--- config.mk ---
export PLATFORM = sky130hd
export DESIGN_NAME = sram_req_ctrl
export DESIGN_NICKNAME = d
export VERILOG_FILES = /design/src/rtl/sram_ctrl_pkg.sv /design/src/rtl/sram_rsp_fifo.sv /design/src/rtl/sram_req_ctrl.sv
export SDC_FILE = /design/constraint.sdc
export NUM_CORES = 1
export LEC_CHECK = 0
export BUFFER_PORTS_ARGS = -buffer_cell sky130_fd_sc_hd__buf_4
export CAP_MARGIN = 20
export CORE_ASPECT_RATIO = 0.7
export CORE_MARGIN = 2
export CORE_UTILIZATION = 55
export DETAILED_ROUTE_END_ITERATION = 10
export HOLD_SLACK_MARGIN = 0.05
export MAX_ROUTING_LAYER = met4
export PLACE_DENSITY_LB_ADDON = 0.3
export SYNTH_ARGS = -nofsm -noshare
export SYNTH_HDL_FRONTEND = slang
export SYNTH_SLANG_ARGS = --single-unit
--- constraint.sdc ---
create_clock -name clk -period 7 [get_ports clk]
set_clock_uncertainty 0.2 [all_clocks]
set_input_delay 1.4 -clock clk [delete_from_list [all_inputs] [get_ports clk]]
set_output_delay 1.4 -clock clk [all_outputs]
set_load 0.05 [all_outputs]
--- src/rtl/sram_ctrl_pkg.sv ---
// Shared types and helpers for the OpenRAM request controller.
package sram_ctrl_pkg;

    localparam int SRAM_DW  = 32;
    localparam int BE_WIDTH = SRAM_DW / 8;

    typedef enum logic [1:0] {
        IDLE      = 2'd0,
        RMW_MERGE = 2'd1,
        RMW_WR    = 2'd2
    } state_t;

    // Byte lane i comes from new_w when be[i] is set, otherwise from old_w.
    function automatic logic [SRAM_DW-1:0] byte_merge(
        input logic [BE_WIDTH-1:0] be,
        input logic [SRAM_DW-1:0]  new_w,
        input logic [SRAM_DW-1:0]  old_w
    );
        logic [SRAM_DW-1:0] m;
        m = old_w;
        for (int i = 0; i < BE_WIDTH; i++) begin
            if (be[i]) m[i*8 +: 8] = new_w[i*8 +: 8];
        end
        return m;
    endfunction

endpackage

--- src/rtl/sram_rsp_fifo.sv ---
// In-order response buffer; the producer guarantees it is never pushed while full.
module sram_rsp_fifo #(
    parameter  int DATA_WIDTH = 32,
    parameter  int RSP_DEPTH  = 2,
    localparam int CW         = $clog2(RSP_DEPTH + 1),
    localparam int PW         = $clog2(RSP_DEPTH)
) (
    input  logic                  clk,
    input  logic                  rst_n,
    input  logic                  push,
    input  logic [DATA_WIDTH-1:0] push_data,
    input  logic                  rd_ready,
    output logic                  rd_valid,
    output logic [DATA_WIDTH-1:0] rd_data,
    output logic [CW-1:0]         count
);

    logic [DATA_WIDTH-1:0] mem [RSP_DEPTH];
    logic [PW-1:0]         wr_ptr, rd_ptr;
    logic                  pop;

    assign rd_valid = (count != '0);
    assign pop      = rd_valid && rd_ready;
    assign rd_data  = rd_valid ? mem[rd_ptr] : '0;

    function automatic logic [PW-1:0] nxt(input logic [PW-1:0] p);
        return (p == PW'(RSP_DEPTH - 1)) ? '0 : p + 1'b1;
    endfunction

    always_ff @(posedge clk or negedge rst_n) begin
        if (!rst_n) begin
            wr_ptr <= '0;
            rd_ptr <= '0;
            count  <= '0;
            for (int i = 0; i < RSP_DEPTH; i++) mem[i] <= '0;
        end else begin
            if (push) begin
                mem[wr_ptr] <= push_data;
                wr_ptr      <= nxt(wr_ptr);
            end
            if (pop) rd_ptr <= nxt(rd_ptr);
            count <= count + CW'(push) - CW'(pop);
        end
    end

endmodule

--- src/rtl/sram_req_ctrl.sv ---
// Valid/ready request front end for a single-port OpenRAM macro, with
// read-modify-write for byte-masked stores and a buffered in-order response path.
module sram_req_ctrl
    import sram_ctrl_pkg::*;
#(
    parameter int DATA_WIDTH = 32,
    parameter int ADDR_WIDTH = 10,
    parameter int RSP_DEPTH  = 2
) (
    input  logic                    clk,
    input  logic                    rst_n,
    input  logic                    req_valid,
    output logic                    req_ready,
    input  logic                    req_we,
    input  logic [DATA_WIDTH/8-1:0] req_be,
    input  logic [ADDR_WIDTH-1:0]   req_addr,
    input  logic [DATA_WIDTH-1:0]   req_wdata,
    output logic                    rsp_valid,
    input  logic                    rsp_ready,
    output logic [DATA_WIDTH-1:0]   rsp_rdata,
    output logic                    sram_csb,
    output logic                    sram_web,
    output logic [ADDR_WIDTH-1:0]   sram_addr,
    output logic [DATA_WIDTH-1:0]   sram_din,
    input  logic [DATA_WIDTH-1:0]   sram_dout
);

    localparam int BW = DATA_WIDTH / 8;
    localparam int CW = $clog2(RSP_DEPTH + 1);

    state_t                state;
    logic                  pending_q, rd_q;
    logic [ADDR_WIDTH-1:0] addr_q;
    logic [BW-1:0]         be_q;
    logic [DATA_WIDTH-1:0] wdata_q, merged_q, push_data;
    logic [CW-1:0]         count;
    logic [CW:0]           occ, room;
    logic                  hs, full_be, partial, pending, pop;

    assign full_be   = &req_be;
    assign partial   = req_we && (req_be != '0) && !full_be;
    // pending doubles as the FIFO push: every access resolves one edge later.
    assign pending   = pending_q || (state == RMW_WR);
    assign pop       = rsp_valid && rsp_ready;
    assign occ       = (CW+1)'(count) + (CW+1)'(pending);
    assign room      = (CW+1)'(RSP_DEPTH) + (CW+1)'(pop);
    assign req_ready = rst_n && (state == IDLE) && (occ < room);
    assign hs        = req_valid && req_ready;
    assign push_data = rd_q ? sram_dout : '0;

    always_ff @(posedge clk or negedge rst_n) begin
        if (!rst_n) begin
            state     <= IDLE;
            pending_q <= 1'b0;
            rd_q      <= 1'b0;
            addr_q    <= '0;
            be_q      <= '0;
            wdata_q   <= '0;
            merged_q  <= '0;
        end else begin
            pending_q <= hs && !partial;
            rd_q      <= hs && !req_we;
            case (state)
                IDLE: begin
                    if (hs && partial) begin
                        state   <= RMW_MERGE;
                        addr_q  <= req_addr;
                        be_q    <= req_be;
                        wdata_q <= req_wdata;
                    end
                end
                RMW_MERGE: begin
                    merged_q <= byte_merge(be_q, wdata_q, sram_dout);
                    state    <= RMW_WR;
                end
                RMW_WR:  state <= IDLE;
                default: state <= IDLE;
            endcase
        end
    end

    // Issue cycles drive the macro straight from the request so a read can
    // follow a write on the very next edge.
    always_comb begin
        sram_csb  = 1'b1;
        sram_web  = 1'b1;
        sram_addr = req_addr;
        sram_din  = req_wdata;
        case (state)
            IDLE: begin
                sram_csb = !(hs && (!req_we || (req_be != '0)));
                sram_web = !(hs && req_we && full_be);
            end
            RMW_MERGE: sram_addr = addr_q;
            RMW_WR: begin
                sram_csb  = 1'b0;
                sram_web  = 1'b0;
                sram_addr = addr_q;
                sram_din  = merged_q;
            end
            default: ;
        endcase
    end

    sram_rsp_fifo #(
        .DATA_WIDTH (DATA_WIDTH),
        .RSP_DEPTH  (RSP_DEPTH)
    ) u_rsp_fifo (
        .clk       (clk),
        .rst_n     (rst_n),
        .push      (pending),
        .push_data (push_data),
        .rd_ready  (rsp_ready),
        .rd_valid  (rsp_valid),
        .rd_data   (rsp_rdata),
        .count     (count)
    );

endmodule

# Word-level counts from Yosys, hierarchy flattened
# Index checks and enable logic that the tools add are counted.
dict set report totals {
  in_bits 83
  out_inout_bits 78
  wordCells 73
  ff_bits 150
}
dict set report classes {
  n_addsub 6
  magnitude_cmp 4
  reduce_logical 26
  eq_ne 3
  n_mux 20
  bitwise 2
}
# operator n
set ops {}
lappend ops {{2-to-1 mux 32 bit} 7}
lappend ops {{bitwise mux 64 bit} 1}
lappend ops {{demux 32 bit (select 1 bit)} 1}
lappend ops {{2-to-1 mux 8 bit} 4}
lappend ops {{logical AND 1 bit} 13}
lappend ops {{2-to-1 mux 10 bit} 1}
lappend ops {{logical NOT 1 bit} 5}
lappend ops {{>= comparator 2 bit, second input constant} 2}
lappend ops {{NOT 1 -> 2 bit} 2}
lappend ops {{case mux 1 bit (2 select lines)} 2}
lappend ops {{case mux 2 bit (2 select lines)} 1}
lappend ops {{AND reduction 4 bit} 1}
lappend ops {{nonzero test 4 bit} 1}
lappend ops {{adder 2 x 1 -> 3 bit} 1}
lappend ops {{adder 2 x 1 -> 3 bit, first input constant} 1}
lappend ops {{less-than comparator 3 bit} 1}
lappend ops {{adder 1 bit, second input constant} 2}
lappend ops {{adder 2 x 1 -> 2 bit} 1}
lappend ops {{equality test 2 x 1 -> 1 bit, second input constant} 1}
lappend ops {{equality test 2 bit, second input constant} 1}
lappend ops {{logical NOT 2 bit} 1}
lappend ops {{logical OR 1 bit} 2}
lappend ops {{less-than comparator 2 x 1 -> 1 bit, second input constant} 1}
lappend ops {{2-to-1 mux 1 bit} 2}
lappend ops {{6 further kinds} 6}

# Logic depth before layout (Yosys ltp)
# Gate-level depths: netlist of the first run.
dict set report depth {
  word_depth 10
  mapped_depth 12
  ltp_nobuf 9
}

# Modules after synthesis
# A second synthesis of the first run with hierarchy kept.
dict set report unflattened {
  hier_cells 577
  area_unflattened_um2 7500.9
}
# mod seq_area_each_um2 area_each_um2 n_inst cells_per_inst
set by_module_without_submodules {}
lappend by_module_without_submodules {sram_req_ctrl 2052.0 4409.2 1 353}
lappend by_module_without_submodules {sram_rsp_fifo 1701.6 3091.7 1 224}

# Worst setup path before layout of the first run
# No wires, ideal clock.
dict set report synth_timing {
  path_type {input port to output port}
  from {input port rst_n}
  to {output port sram_web}
  n_path_buf 0
  required_time_ns 5.400
  cell_stages 4
  slack_ns 2.599
  arrival_ns 2.801
  path_cell_list {nor2b_1 > and3_1 > and2_1 > a31oi_1}
}
dict set report synth_via {
  elab_chain_len 7
}
# element line
set synth_lines {}
lappend synth_lines {{from (decl)} sram_req_ctrl.sv:11} ;# input logic rst_n,
lappend synth_lines {{logical AND 1 bit (2 in a row)} sram_req_ctrl.sv:47} ;# assign req_ready = rst_n && (state == IDLE) && (occ < room);
lappend synth_lines {{logical AND 1 bit} sram_req_ctrl.sv:48} ;# assign hs = req_valid && req_ready;
lappend synth_lines {{logical AND 1 bit (2 in a row)} sram_req_ctrl.sv:92} ;# sram_web = !(hs && req_we && full_be);
lappend synth_lines {{logical NOT 1 bit} sram_req_ctrl.sv:92}
lappend synth_lines {{case mux 1 bit (2 select lines)} sram_req_ctrl.sv:89} ;# case (state)
lappend synth_lines {{to (decl)} sram_req_ctrl.sv:22} ;# output logic sram_web,
# Every way passes these cells.

# Worst setup path in the final report of the first run
dict set report layout_timing {
  from {register state[0]}
  to {output port sram_web}
}
dict set report layout_via {
  elab_chain_len 10
  word_cells_on_any_way 12
  cone_classes {add/sub: 1; order compare: 1; eq/ne: 1; mux: 1; reduce/logical: 8}
}
# element line
set layout_lines {}
lappend layout_lines {{from (decl)} sram_req_ctrl.sv:31} ;# state_t state;
lappend layout_lines {{from (signal assigned)} sram_req_ctrl.sv:53} ;# state <= IDLE;
lappend layout_lines {{from (signal assigned)} sram_req_ctrl.sv:66} ;# state <= RMW_MERGE;
lappend layout_lines {{from (signal assigned)} sram_req_ctrl.sv:74} ;# state <= RMW_WR;
lappend layout_lines {{equality test 2 bit} {sram_req_ctrl.sv:43, sram_req_ctrl.sv:89}}
lappend layout_lines {{logical OR 1 bit} sram_req_ctrl.sv:43} ;# assign pending = pending_q || (state == RMW_WR);
lappend layout_lines {{adder 2 x 1 -> 3 bit} sram_req_ctrl.sv:45} ;# assign occ = (CW+1)'(count) + (CW+1)'(pending);
lappend layout_lines {{less-than comparator 3 bit} sram_req_ctrl.sv:47}
lappend layout_lines {{logical AND 1 bit} sram_req_ctrl.sv:47}
lappend layout_lines {{logical AND 1 bit} sram_req_ctrl.sv:48}
lappend layout_lines {{logical AND 1 bit (2 in a row)} sram_req_ctrl.sv:92}
lappend layout_lines {{logical NOT 1 bit} sram_req_ctrl.sv:92}
lappend layout_lines {{case mux 1 bit (2 select lines) *} sram_req_ctrl.sv:89}
# Every way passes the cells marked *; elsewhere a longest branch is shown, timed or not.

==> out/qor.txt, run 1 <==
Hold Path Class: reg2reg
Wire length per cell: 18.08 um
R2r endpoint: wdata_q[2]$_DFFE_PN0P_
Drt via density: 5.563
DP Area: 8427 um2
Clock root cell: clkbuf_16
Yosys cell types: 29
PostCTS Resize Cnt: 0
Post-Synth Adder-Cell Area: 1.571%
Die Y: 99.52 um
Crit path DAT: 3.53 ns
Hold endpoint: u_rsp_fifo.mem[3]$_DFFE_PN0P_
Layout Utilization: 72.02%
Hold Fails Final Rpt: 0
Cell Rows: 34
Final period util: 73.34%
Worst setup EP type: output port
Vias post-DR: 5352
FF/Latch Area: 3755 um2
Die ar.: 13980 um2
Detailed Place HPWL: 11020 um
Antenna Cells: 0
# IOs: 161
Drt first pass iters: 5
GP Congestion: 0.8182
Post-Syn Area: 7168 um2
Min Tclk post-route: 5.134 ns
CTS tree: yes
Post-route DRC: 0
R2R Path Start: state[0]$_DFFE_PN0P_
Area growth, synth to finish: 26.10%
TritonCTS Sinks: 150
Final Cell Area: 9039 um2
Max Cap Viol: 0
Clock buffer depth: 2
Syn Area/Cell: 11.10 um2
XOR/XNOR Fraction of Synth Area: 0.4887%
Fraction of synthesized area in multiplexers: 25.17%
Final nets: 879
Largest net degree at the start of global routing: 79
Worst-margin pin slew: 1.048 ns
Synthesized flop and latch total: 150
Max-slew violation count: 0
Hold Buf Count CTS: 0
Peak Freq: 0.1948 GHz
R2R depth: 10
Post-synthesis sequential area ratio: 52.37%
Hold path start: u_rsp_fifo.mem[3]$_DFFE_PN0P_
CP max FO: 34
Worst VDD drop: 0.3653 mV
Worst reg-to-reg setup slack: 2.94 ns
Multi-input logic area: 3196 um2
Unrepaired setup endpoints after global routing: false
Syn Inst Count: 646
Critical path class: reg2out
Finish-stage setup viols: 0
Grt ovf: 0
TritonCTS Buffers: 17
Vias in the first global route: 5542
Post-CTS Setup Bufs: 0
Clock insertion delay at the later pin of the skew report: 0.42 ns
First-pass GRT wire length: 28130 um
Synth Warn #: 0
Setup_tns: 0 ns
Die W: 140.5 um
GRT Util Overall: 26.66%
Initial antenna violation count: 0
CP required: 5.40 ns
Startpoint Class: flip-flop
Status: complete, no violations
Routed Antenna Nets: 0
Simple-Gate Fraction of Synth Area: 9.845%
Reg clk slew, reported paths: 0.06 ns
Core area: 12550 um2
Initial DRC count: 312
Initial Utilization: 57.12%
Layout cells sized above 1: 37.00%
H-tree Lvls: 4
Fillers: 878
Largest family of logic cells by synthesized area: multiplexers
Wirelength, routed: 17400 um
Max_slew headroom: 30.14%
PwrDens: 528.5 nW/um2
Mapped Nets: 738
Synth Area in Compound Gates: 7.261%
Pleak: 4.399 nW
IO buf count: 160
Hold depth: 2
## flip-flops by register name, summed over array words and instances (netlist names)
register and flops:
be_q 4, u_rsp_fifo.mem 64, state 2, addr_q 10, rd_q 1, u_rsp_fifo.wr_ptr 1
u_rsp_fifo.rd_ptr 1, merged_q 32, u_rsp_fifo.count 2, wdata_q 32, pending_q 1
## cell usage after synthesis
cell,instances,share of area [%]
and4_1,1,0.12
inv_1,7,0.37
nand2b_1,1,0.087
xor2_1,1,0.12
nor4_1,1,0.087
ha_1,9,1.6
buf_6,4,0.63
mux2i_1,64,8.9
a31oi_1,1,0.087
dfrtp_1,150,52
mux2_4,40,8.4
nor2_1,66,3.5
or2_1,1,0.087
o21ai_0,64,4.5
clkbuf_1,24,1.3
nand4_4,1,0.30
buf_2,12,0.84
a41o_1,1,0.14
buf_1,4,0.21
xnor2_1,3,0.37
nor2_2,1,0.087
a21oi_1,34,2.4
mux2_2,50,7.9
o21ai_2,1,0.12
and2_1,1,0.087
and3_1,2,0.17
o21ai_1,1,0.070
nand2_1,99,5.2
nor2b_1,2,0.17
## through the flow
step	setup slack (ns)	total power, mW	hold slack [ns]	instances
floorplan	2.599	3.248	0.2492	646
global placement	2.511	3.790	0.2607	926
detailed placement	2.383	3.893	0.2694	927
CTS	1.898	4.758	0.2826	959
global route	1.697	5.043	0.3033	962
finish	1.866	4.777	0.2779	962
## final cells by class
| cell class | count | share of cell area (%) |
|---|---|---|
| sequential | 150 | 41.54 |
| multi-input combinational | 445 | 35.35 |
| timing repair buffer | 166 | 14.55 |
| clock buffer | 19 | 4.900 |
| tap | 162 | 2.243 |
| clock inverter | 13 | 1.121 |
| inverter | 7 | 0.2907 |
## per-layer routing
layer	global-route usage, %	share of wire [%]
met1	35.48	45
met2	42.04	47
met4	8.308	1.5
met3	5.344	6.7
met5	-	0
## placed cells by master, fill, tap and decap left out, types with 2 or more instances in the layout
cell type / instances
and3_1: 2
a21oi_1: 34
mux2_4: 40
buf_12: 2
clkinv_4: 2
nor2_1: 65
inv_6: 3
mux2_2: 50
nor2b_1: 2
buf_4: 161
o21ai_0: 64
inv_1: 7
dfrtp_1: 149
xnor2_1: 3
clkinvlp_4: 7
nand2_1: 98
clkbuf_16: 17
buf_16: 2
ha_2: 2
ha_1: 7
mux2i_1: 64
## power by group
group,internal (mW),leakage [nW],switching [mW]
clock network,0.466,0.245,0.371
logic,0.924,2.27,1.41
registers,1.27,1.89,0.343
## cells by family after synthesis
logic type / count (synthesis)
XOR/XNOR: 4
buffers and inverters: 51
flip-flops: 150
multiplexers: 154
adder cells (fa/ha/maj): 9
AND/OR/NAND/NOR: 176
AO/OA/AOI/OAI: 102
## critical path, cell delays in order (launching register included)
cell and delay, ns:
dfrtp_1 0.45, inv_1 0.14, ha_2 0.89, or2_1 0.37, ha_1 0.21, ha_1 0.14
nor2b_1 0.05, and3_1 0.24, and2_1 0.20, a31oi_1 0.21, buf_4 0.23
## worst max path at each step
stage                              start        to  slack, ns  cells past startpoint
detailed placement  state[0]$_DFFE_PN0P_  sram_web       2.38                     10
global route        state[0]$_DFFE_PN0P_  sram_web       1.70                     10
CTS                 state[0]$_DFFE_PN0P_  sram_web       1.90                     10
global placement                   rst_n  sram_web       2.51                      6
finish              state[0]$_DFFE_PN0P_  sram_web       1.87                     10
floorplan                          rst_n  sram_web       2.60                      4
(Power assumes the default switching activity.)
==> run 2, diff against run 1 <==
--- a/config.mk
+++ b/config.mk
@@ -5,11 +5,12 @@
 export SDC_FILE = /design/constraint.sdc
 export NUM_CORES = 1
 export LEC_CHECK = 0
+export ABC_AREA = 1
 export BUFFER_PORTS_ARGS = -buffer_cell sky130_fd_sc_hd__buf_4
 export CAP_MARGIN = 20
 export CORE_ASPECT_RATIO = 0.7
 export CORE_MARGIN = 2
-export CORE_UTILIZATION = 55
+export CORE_UTILIZATION = 54
 export DETAILED_ROUTE_END_ITERATION = 10
 export HOLD_SLACK_MARGIN = 0.05
 export MAX_ROUTING_LAYER = met4
==> constraint.sdc (replaced) <==
create_clock -name clk -period 4.75 [get_ports clk]
set_clock_uncertainty 0.2 [all_clocks]
set_input_delay 0.95 -clock clk [delete_from_list [all_inputs] [get_ports clk]]
set_output_delay 0.95 -clock clk [all_outputs]
set_load 0.05 [all_outputs]
==> run 2 against run 1 <==
  * Via count increased by 19%
  * Sequential power increased by 32%
  * Largest cell class unchanged
  * Largest power group unchanged
  * Critical endpoint unchanged
  * Clock power increased by 58%
==> out/qor.txt, run 2 <==
Area growth, synth to finish: 26.95% (was 26.10%)
R2R depth: 12 (was 10)
Largest register FFs: 64 (unchanged)
Cell Rows: 34 (unchanged)
Core area: 12550 um2 (unchanged)
Net Sw Frac: 46.16% (was 44.41%)
Hold Fails Final Rpt: 0 (unchanged)
Syn Inst Count: 877 (was 646)
Post-CTS Setup Bufs: 0 (unchanged)
GP Congestion: 0.8544 (was 0.8182)
Reg clk slew, reported paths: 0.06 ns (about the same)
Min Hold Slack: 0.2830 ns (was 0.2779 ns)
Post-route DRC: 0 (unchanged)
Pleak: 4.299 nW (was 4.399 nW)
Vias post-DR: 6369 (was 5352)
Reg with most FFs: u_rsp_fifo.mem (unchanged)
Die Y: 99.37 um (was 99.52 um)
CP max FO: 4 (was 34)
Routed Antenna Nets: 0 (unchanged)
Total chip power: 6.547 mW (was 4.777 mW)
Worst reg-to-reg setup slack: 1.60 ns (was 2.94 ns)
Hold Buf Count CTS: 0 (unchanged)
GRT Util Overall: 28.06% (was 26.66%)
Detailed Place HPWL: 12070 um (was 11020 um)
Max_slew headroom: 31.09% (was 30.14%)
Die ar.: 13930 um2 (was 13980 um2)
Largest net degree at the start of global routing: 96 (was 79)
Critical path origin: state[0]$_DFFE_PN0P_ (unchanged)
Setup_tns: 0 ns (unchanged)
Min Tclk post-route: 3.808 ns
Wire length per cell: 15.40 um (was 18.08 um)
Drt first pass iters: 7 (was 5)
Clock network power share: 20.2% (was 17.5%)
Max Cap Viol: 0 (unchanged)
Post-synthesis sequential area ratio: 53.50% (was 52.37%)
Unrepaired setup endpoints after global routing: false (unchanged)
R2R Path Start: state[0]$_DFFE_PN0P_ (unchanged)
Die W: 140.2 um (was 140.5 um)
Hold Path Class: reg2reg (unchanged)
Largest area contributor in the netlist: dfrtp_1 (unchanged)
Final nets: 1102 (was 879)
Wirelength, routed: 18240 um (was 17400 um)
Fillers: 996 (was 878)
Clock buffer depth: 2 (unchanged)
CP required: 3.60 ns (was 5.40 ns)
Number of synthesized flops with an enable pin: 0 (unchanged)
Antenna Cells: 0 (unchanged)
Synth Warn #: 0 (unchanged)
Final period util: 80.17%
Main synth FF type: dfrtp_1 (unchanged)
PwrDens: 735.1 nW/um2 (was 528.5 nW/um2)
Critical Path End: sram_web (unchanged)
Yosys top cell area share: 53.50% (was 52.37%)
Initial DRC count: 498 (was 312)
TritonCTS Sinks: 150 (unchanged)
Worst VDD drop: 0.4404 mV (was 0.3653 mV)
# IOs: 161 (unchanged)
Clock insertion delay at the later pin of the skew report: 0.43 ns (was 0.42 ns)
Initial Utilization: 55.90% (was 57.12%)
Post-Syn Area: 7015 um2 (was 7168 um2)
First-pass GRT wire length: 30050 um (was 28130 um)
Comb pwr share: 47.4% (was 48.8%)
Final Cell Area: 8906 um2 (was 9039 um2)
Clock root cell: clkbuf_16 (unchanged)
Peak Freq: 0.2626 GHz
Syn Area/Cell: 7.999 um2 (was 11.10 um2)
Synth async-reset ratio: 100.0% (unchanged)
Synthesized flop and latch total: 150 (unchanged)
H-tree Lvls: 4 (unchanged)
Psw: 3.022 mW (was 2.122 mW)
Crit path DAT: 2.66 ns (was 3.53 ns)
Yosys cell types: 25 (was 29)
DP Area: 8210 um2 (was 8427 um2)
R2r endpoint: state[0]$_DFFE_PN0P_ (was wdata_q[2]$_DFFE_PN0P_)
Commonest non-fill, non-tap cell in the layout: nand2_1 (was buf_4)
Startpoint Class: flip-flop (unchanged)
Drt via density: 5.379 (was 5.563)
Worst setup EP type: output port (unchanged)
Sequential power share: 32.4% (was 33.7%)
Largest registers: u_rsp_fifo.mem (64), merged_q (32), wdata_q (32) (unchanged)
Initial antenna violation count: 0 (unchanged)
Count leader, synth: nand2_1 (was dfrtp_1)
Max-slew violation count: 0 (unchanged)
TritonCTS Buffers: 17 (unchanged)
Worst-margin pin slew: 1.032 ns (was 1.048 ns)
Finish-stage setup viols: 0 (unchanged)
Critical path class: reg2out (unchanged)
IO buf count: 160 (unchanged)
Grt ovf: 0 (unchanged)
Highest-count cells in the layout ignoring fill and taps: nand2_1 (329), buf_4 (164), dfrtp_1 (150) (was buf_4 (161), dfrtp_1 (149), nand2_1 (98))
CTS tree: yes (unchanged)
Layout cells sized above 1: 21.23% (was 37.00%)
Largest cells by area after synthesis: dfrtp_1 (54%), nand2_1 (18%), o21ai_0 (7.7%) (was dfrtp_1 (52%), mux2i_1 (8.9%), mux2_4 (8.4%))
PostCTS Resize Cnt: 0 (unchanged)
Internal Power: 3.525 mW (was 2.656 mW)
Most common library cells after synthesis: nand2_1 (330), dfrtp_1 (150), o21ai_0 (108), inv_1 (61), nor2_1 (40) (was dfrtp_1 (150), nand2_1 (99), nor2_1 (66), mux2i_1 (64), o21ai_0 (64))
Vias in the first global route: 5972 (was 5542)
Mapped Nets: 969 (was 738)
Status: complete, no violations (unchanged)
## run 2: worst min-delay path by stage
stage | from | endpoint | slack [ns] | cells past startpoint
after floorplan | addr_q[8]$_DFFE_PN0P_ | addr_q[8]$_DFFE_PN0P_ | 0.25 | 2
after global placement | addr_q[0]$_DFFE_PN0P_ | addr_q[0]$_DFFE_PN0P_ | 0.26 | 2
after detailed placement | wdata_q[25]$_DFFE_PN0P_ | wdata_q[25]$_DFFE_PN0P_ | 0.27 | 2
after CTS | wdata_q[25]$_DFFE_PN0P_ | wdata_q[25]$_DFFE_PN0P_ | 0.28 | 2
after global routing | u_rsp_fifo.mem[52]$_DFFE_PN0P_ | u_rsp_fifo.mem[52]$_DFFE_PN0P_ | 0.31 | 2
final | wdata_q[25]$_DFFE_PN0P_ | wdata_q[25]$_DFFE_PN0P_ | 0.28 | 2
## run 2: power groups by stage
stage	clock network, mW	registers [mW]	logic (mW)
final	1.32	2.12	3.10
after global routing	1.39	2.19	3.38
after CTS	1.34	2.12	3.03
after floorplan	0	2.00	2.26
after detailed placement	0	2.13	3.01
after global placement	0	2.12	2.95
## run 2: metal layers
| layer | vias to the layer above | wire length [um] | track usage (%) |
|---|---|---|---|
| li1 | 3085 | - | - |
| met4 | 0 | 269 | 7.148 |
| met3 | 27 | 1440 | 5.778 |
| met2 | 248 | 8602 | 43.51 |
| met5 | - | 0 | - |
| met1 | 3009 | 7927 | 38.42 |
## run 2: logic make-up after synthesis
group | share of synthesized area [%]
and+or+nand+nor | 20.81
DFF | 53.50
buffers and inverters | 7.063
xor gates and xnor gates | 0.3746
AOI/OAI and AO/OA | 16.64
adders and majority gates | 1.605
## run 2: layout make-up
cell class	count	area [um2]	share of cell area [%]
Clock buffer	19	442.9	4.973
Clock inverter	12	130.1	1.461
Inverter	61	229.0	2.571
Multi-Input combinational cell	610	2783	31.24
Sequential cell	150	3754	42.15
Tap cell	162	202.7	2.276
Timing Repair Buffer	170	1365	15.33
## run 2: stage by stage
step           std cells  util [%]  setup WS, ns
6_report            1184     70.97        0.9420
5_1_grt             1184     70.97        0.7522
4_1_cts             1179     69.99        0.9575
3_5_place_dp        1148     65.42         1.440
3_3_place_gp        1148     65.42         1.528
2_1_floorplan        877         -         1.185
## run 2: critical path, stage by stage (launching register included)
cell     delay (ns)
dfrtp_1        0.41
inv_1          0.11
ha_2           0.21
nor2_1         0.17
inv_1          0.11
ha_1           0.19
ha_1           0.17
and3b_1        0.30
and2_1         0.19
nand3_1        0.08
nand2_1        0.06
nand2_1        0.05
buf_4          0.18
